$ cat src/rtl/engine_cmd_rx_pkg.sv
// Graphics command package: receiver state encodings, bus byte width,
// per-engine packet lengths and engine indices (rts/rtr bit positions).
package engine_cmd_rx_pkg;

  typedef enum logic [1:0] {
    S_IDLE    = 2'd0,
    S_COLLECT = 2'd1,
    S_HOLD    = 2'd2
  } rx_state_t;

  localparam int BYTE_W = 8;

  // Parameter bytes carried by each engine's command packet
  localparam int TEST_PAT_BYTES  = 2;
  localparam int FILL_RECT_BYTES = 5;

  // Engine index == bit position in the broadcast rts/rtr vectors
  localparam int ENG_TEST_PAT  = 0;
  localparam int ENG_FILL_RECT = 1;
  localparam int ENG_COPY_RECT = 2;
  localparam int ENG_LINE      = 3;
  localparam int ENG_TEXT      = 4;

  function automatic int pkt_bits(input int num_bytes);
    return num_bytes * BYTE_W;
  endfunction

endpackage

$ cat src/rtl/engine_cmd_rx.sv
// Engine-side command receiver: assembles NUM_BYTES broadcast bytes into one
// packet and holds it for the engine core. CMD_RX_CHECKSUM_EN adds an XOR check byte.
module engine_cmd_rx
  import engine_cmd_rx_pkg::*;
#(
  parameter int NUM_BYTES = FILL_RECT_BYTES
) (
  input  logic                          clk,
  input  logic                          rst_,
  input  logic                          in_rts,
  output logic                          in_rtr,
  input  logic [BYTE_W-1:0]             in_data,
  input  logic                          flush,
  output logic                          pkt_valid,
  input  logic                          pkt_ready,
  output logic [pkt_bits(NUM_BYTES)-1:0] pkt_data,
  output logic                          busy,
  output logic                          err
);

  localparam int CNT_W = $clog2(NUM_BYTES + 2);

  rx_state_t          state_reg;
  logic [CNT_W-1:0]   count_reg;
  logic [BYTE_W-1:0]  slot_reg [NUM_BYTES];
  logic               xfer;

  // rtr depends only on the state register, never on rts or pkt_ready
  assign in_rtr    = (state_reg == S_COLLECT);
  assign pkt_valid = (state_reg == S_HOLD);
  assign busy      = (count_reg != '0) || (state_reg == S_HOLD);
  assign xfer      = in_rts && in_rtr;

`ifdef CMD_RX_CHECKSUM_EN
  localparam logic [CNT_W-1:0] CSUM_SLOT = CNT_W'(NUM_BYTES);

  logic [BYTE_W-1:0] csum_reg;
  logic              err_reg;

  assign err = err_reg;

  always_ff @(posedge clk or negedge rst_) begin
    if (!rst_) begin
      state_reg <= S_IDLE;
      count_reg <= '0;
      csum_reg  <= '0;
      err_reg   <= 1'b0;
    end else begin
      err_reg <= 1'b0;
      if (flush) begin
        state_reg <= S_COLLECT;
        count_reg <= '0;
        csum_reg  <= '0;
      end else begin
        case (state_reg)
          S_IDLE: state_reg <= S_COLLECT;
          S_COLLECT: begin
            if (xfer) begin
              if (count_reg == CSUM_SLOT) begin
                // Check byte: good packet is held, bad one is dropped with an err pulse
                csum_reg <= '0;
                if (in_data == csum_reg) begin
                  state_reg <= S_HOLD;
                end else begin
                  err_reg   <= 1'b1;
                  count_reg <= '0;
                end
              end else begin
                csum_reg  <= csum_reg ^ in_data;
                count_reg <= count_reg + 1'b1;
              end
            end
          end
          S_HOLD: begin
            if (pkt_ready) begin
              state_reg <= S_COLLECT;
              count_reg <= '0;
            end
          end
          default: state_reg <= S_IDLE;
        endcase
      end
    end
  end
`else
  localparam logic [CNT_W-1:0] LAST_DATA = CNT_W'(NUM_BYTES - 1);

  assign err = 1'b0;

  always_ff @(posedge clk or negedge rst_) begin
    if (!rst_) begin
      state_reg <= S_IDLE;
      count_reg <= '0;
    end else if (flush) begin
      state_reg <= S_COLLECT;
      count_reg <= '0;
    end else begin
      case (state_reg)
        S_IDLE: state_reg <= S_COLLECT;
        S_COLLECT: begin
          if (xfer) begin
            count_reg <= count_reg + 1'b1;
            if (count_reg == LAST_DATA) begin
              state_reg <= S_HOLD;
            end
          end
        end
        S_HOLD: begin
          if (pkt_ready) begin
            state_reg <= S_COLLECT;
            count_reg <= '0;
          end
        end
        default: state_reg <= S_IDLE;
      endcase
    end
  end
`endif

  // Per-slot byte storage; slots are not cleared by flush, only by reset
  generate
    for (genvar gi = 0; gi < NUM_BYTES; gi++) begin : g_slot
      always_ff @(posedge clk or negedge rst_) begin
        if (!rst_) begin
          slot_reg[gi] <= '0;
        end else if (xfer && !flush && (count_reg == CNT_W'(gi))) begin
          slot_reg[gi] <= in_data;
        end
      end
      assign pkt_data[gi*BYTE_W +: BYTE_W] = slot_reg[gi];
    end
  endgenerate

endmodule

$ cat config.mk
export PLATFORM = sky130hd
export DESIGN_NAME = engine_cmd_rx
export DESIGN_NICKNAME = d
export VERILOG_FILES = /design/src/rtl/engine_cmd_rx_pkg.sv /design/src/rtl/engine_cmd_rx.sv
export SDC_FILE = /design/constraint.sdc
export NUM_CORES = 1
export LEC_CHECK = 0
export CAP_MARGIN = 20
export CORE_MARGIN = 3
export CORE_UTILIZATION = 42
export CTS_CLUSTER_DIAMETER = 60
export DETAILED_ROUTE_END_ITERATION = 8
export HOLD_SLACK_MARGIN = 0.1
export PLACE_DENSITY = 0.76
export SLEW_MARGIN = 25
export SYNTH_ARGS = -nofsm -noshare
export SYNTH_HDL_FRONTEND = slang
export SYNTH_SLANG_ARGS = --single-unit
export TNS_END_PERCENT = 5
$ cat constraint.sdc
create_clock -name clk -period 1.7 [get_ports clk]
set_input_delay 0.425 -clock clk [delete_from_list [all_inputs] [get_ports clk]]
set_output_delay 0.425 -clock clk [all_outputs]
set_load 0.01 [all_outputs]
Yosys cells after proc, flatten, opt, wreduce, memory -nomap -nowiden
Index checks and enable logic that the tools add are counted.
{ "word_totals": {"register_bits": 45, "inputBits": 13, "out_inout_bits": 44} }
{ "classes": {"add_sub_neg": 1, "n_eq_ne": 9, "mux": 9, "reduce_logical": 15} }
{ "op_table": {"columns": ["operator", "count"], "rows": [
  ["$mux 3", 3],
  ["$mux 2", 4],
  ["$logic_and 1x1->1", 7],
  ["$eq 3x2->1 const B", 2],
  ["$ne 3x1->1 const B", 2],
  ["$pmux 2 s3", 1],
  ["$pmux 3 s2", 1],
  ["$reduce_and 3->1", 2],
  ["$reduce_bool 3->1", 2],
  ["$add 3x1->3 const B", 1],
  ["$eq 3x1->1 const B", 1],
  ["$eq 3x3->1 const B", 1],
  ["$logic_not 3->1", 1],
  ["$ne 3x2->1 const B", 1],
  ["$eq 2x1->1 const B", 1],
  ["$eq 2x2->1 const B", 1],
  ["$logic_not 2->1", 1],
  ["$logic_not 1->1", 1],
  ["$logic_or 1x1->1", 1]
]} }

Longest topological paths before layout
{ "depth": {"depth_word": 5, "ltp_mapped": 5, "mapped_depth_nobuf": 5} }

Worst setup path before layout
Ideal clock, no wire load.
{ "synth_timing": {"kind": "input to register", "startpoint": "input flush", "endpoint": "register slot_reg (netlist bit pkt_data[32])", "t_arrival_ns": 1.466, "setup_slack_ns": 0.109, "path_stages": 5, "cell_sequence": "nor4bb_1 > buf_4 > and3_4 > buf_12 > mux2_4"} }
{ "synth_via": {"elab_chain_cells": 3} }
{ "synth_rtl": {"columns": ["element", "line", "rtl"], "rows": [
  ["start: declaration", "engine_cmd_rx.sv:13", "input logic flush,"],
  ["$logic_not 1->1", "engine_cmd_rx.sv:126", "end else if (xfer && !flush && (count_reg == CNT_W'(gi))) begin"],
  ["$logic_and 1x1->1 (2 in a row)", "engine_cmd_rx.sv:126", null],
  ["end signal: indexed assignment", "engine_cmd_rx.sv:127", "slot_reg[gi] <= in_data;"],
  ["end: declaration", "engine_cmd_rx.sv:25", "logic [BYTE_W-1:0] slot_reg [NUM_BYTES];"]
]} }
Every way passes these cells.
A chain may end at the register's enable or synchronous reset.

Worst setup path in the final report
{ "layout_timing": {"startpoint": "register count_reg[1]", "endpoint": "output busy"} }
{ "layout_via": {"elab_chain_cells": 2} }
{ "layout_rtl": {"columns": ["element", "line", "rtl"], "rows": [
  ["start: declaration", "engine_cmd_rx.sv:24", "logic [CNT_W-1:0] count_reg;"],
  ["start signal: assignment", "engine_cmd_rx.sv:102", "count_reg <= count_reg + 1'b1;"],
  ["$reduce_bool 3->1", "engine_cmd_rx.sv:31", "assign busy = (count_reg != '0) || (state_reg == S_HOLD);"],
  ["$logic_or 1x1->1", "engine_cmd_rx.sv:31", null],
  ["end: declaration", "engine_cmd_rx.sv:17", "output logic busy,"]
]} }
Every way passes these cells.

==> results.md <==
- Ranking of synthesized cells by area: dfrtp_1 (59%), mux2_2 (19%), mux2_4 (6.3%)
- Crit path required time: 1.27 ns
- Layout Nets: 222
- Via-to-Cell Ratio: 5.27
- Syn_nets: 143
- Final setup violation count: 1
- Vias in the first global route: 1,393
- Starting DRC count in detailed routing: 72
- Sequential-to-total area share from yosys stat: 59.1%
- Final max-slew violation count: 0
- PwrDens: 1150 nW/um^2
- Area post-placement: 2590 um^2
- Final critical-path share of the clock period: 100%
- Hold path depth: 1
- H-tree depth: 2
- Design Power: 3.24 mW
- CTS tree: done
- Status: finished with violations
- Port buffer count: 55
- Die X: 73.4 um
- Initial Utilization: 45.7%
- Synth Instances: 125
- Critical path's top delay family: flip-flops
- Final WS setup: -0.00459 ns
- Worst setup EP type: primary output
- Synth cell types: 25
- Mapped Area: 1910 um^2
- HPWL after DPL: 3290 um
- Area grow syn2layout: 47.6%
- Clock Pin Slew Worst Setup and Hold Paths: 0.08 ns
- Gpl congestion: 0.934
- Root buf cell: clkbuf_8
- CP max FO: 2
- Critical Path AT: 1.28 ns
- # rows: 23
- # clock sinks: 45
- HP Class: flop to flop
- Pre-CTS WS: -0.541 ns
- Cell taking the most area after synthesis: dfrtp_1
- Yosys reg bits: 45
- Hold Violations, Final: 0
- Gr ovfl total: 0
- Die area: 5380 um^2
- Longest Clk Path Bufs: 2
- Placed cell count: 240
- RSZ-0062 raised after global routing: yes
- Cells along the critical path: inv_2 -> ha_4 -> nor2b_4 -> o21ai_1 -> buf_2
- FF-to-FF End: pkt_data[27]
- FILL cells: 292
- DRC viols: 0
- Worst vdd ir: 786 uV
- Max Freq: 587 MHz
- HP Start: pkt_data[17]
- Failing checks: setup timing
- Drt wl/cell: 18.5 um
- Mean Syn Cell Area: 15.2 um^2
- Inserted Clock Buffers: 5
- Static Leak: 1.32 nW
- Non-filler instance count after layout: 255
- Reg2reg start: count_reg[0]
- Layout cells sized above 1: 38.5%
- # Max-Cap Violations: 0
- IO Count: 57
- Total wire length: 4720 um
- Min Tclk post-route: 1.70 ns
- Crit path max-delay cell type: dfrtp_1
- Antenna cells: 0
- Critical path class: flop to primary output
- R2R Setup Slk: 0.01 ns
- Largest net degree at the start of global routing: 27
- Antenna violations before repair: 0
- Multi-input combinational cell area: 772 um^2
- Max FFs per register: 40
- Share of the synthesized area in the top cell type: 59.1%
- CP Launch Type: flop
- Worst skew pair latency: 0.30 ns
- Global-route wire length before repair: 7410 um
- Core area: 4170 um^2
- DR vias: 1,344
- Yosys Warn Count: 0
- Router iterations before antenna repair: 4
- Hold endpoint: pkt_data[17]
- GRT Total Usage: 18.6%
- Die extent in y: 73.4 um
- CP Buf/Inv Count: 2
- FF-to-FF path depth: 6
- Worst hold margin: 0.512 ns
- Final instance area: 2810 um^2
- Max incr delay on CP: 0.40 ns
- Final ANT Viol Nets: 0
- Post-Route Skew: 0.00813 ns
- Sequential cell area: 1130 um^2
worst max-delay path by stage:
stage / slack [ns] / depth (start not counted) / to / from
after floorplan: 0.11 / 5 / pkt_data[32] / flush
after global placement: -0.42 / 5 / pkt_data[10] / in_rts
after detailed placement: -0.54 / 5 / pkt_data[13] / in_rts
after CTS: -0.17 / 5 / busy / count_reg[1]
after global routing: -0.05 / 5 / busy / count_reg[1]
final: -0.005 / 5 / busy / count_reg[1]
area by class of cell:
type                    instances  share of cell area, %
clock buffers                   7                   3.07
repair buffers                 75                   25.3
flip-flops and latches         45                   40.1
clock inverters                 1                   1.07
well taps                      50                   2.22
inverters                       6                  0.801
multi-input cells              71                   27.4
synthesized netlist by cell type (all sizes together):
library cell   n
o21ai          2
nand3          2
inv            6
nor2           2
nor4b          1
and3b          1
a211oi         1
a21oi          2
nand2          4
a22o           2
ha             5
nand4          1
dfrtp         45
mux2          40
a21o           2
nor4bb         1
buf            3
and3           1
nor2b          2
conb           1
and2b          1
layout by cell type, fill, tap and decap left out, drive strengths merged, types with 2 or more instances in the layout:
master,n
nor2b,2
o21ai,2
a22o,2
clkbuf,7
nand2,4
ha,5
mux2,40
inv,6
dfrtp,45
a21o,2
nand3,2
nor2,2
clkdlybuf4s50,48
a21oi,2
buf,21
dlymetal6s2s,2
dlygate4sd2,2
logic make-up after synthesis:
kind of cell / Yosys count / share of synthesized area, %
adder cells (fa/ha/maj): 5 / 3.28
AO/OA/AOI/OAI: 9 / 3.15
flip-flops: 45 / 59.1
other: 1 / 0.197
buffers and inverters: 9 / 3.02
AND/OR/NAND/NOR: 16 / 6.04
multiplexers: 40 / 25.2
what timing repair did:
action	in CTS	in global routing
endpoints found under the hold margin	19	0
gates resized for setup	10	15
hold buffers	1	0
endpoints found under the setup margin	35	36
pin swaps	1	3
buffers inserted	3	3
power by group:
part / switching [mW] / internal [mW] / leakage, nW
Clock: 0.353 / 0.479 / 0.0585
Sequential: 0.122 / 1.29 / 0.570
Combinational: 0.361 / 0.633 / 0.690
metrics by stage:
step | setup TNS, ns | util, %
5_1_grt | -0.164 | 67.4
3_5_place_dp | -18.08 | 62.0
3_3_place_gp | -14.16 | 62.0
4_1_cts | -0.169 | 66.1
2_1_floorplan | 0 | -
6_report | -0.00459 | 67.4
routing by layer:
metal / global-route usage (%) / vias to the layer above / part of all wire, %
li1: - / 594 / -
met5: 0 / - / 0
met4: 7.24 / 0 / 2.9
met3: 4.10 / 13 / 6.3
met2: 31.0 / 56 / 50
met1: 23.6 / 681 / 41
Power figures use the tool's default switching activity.
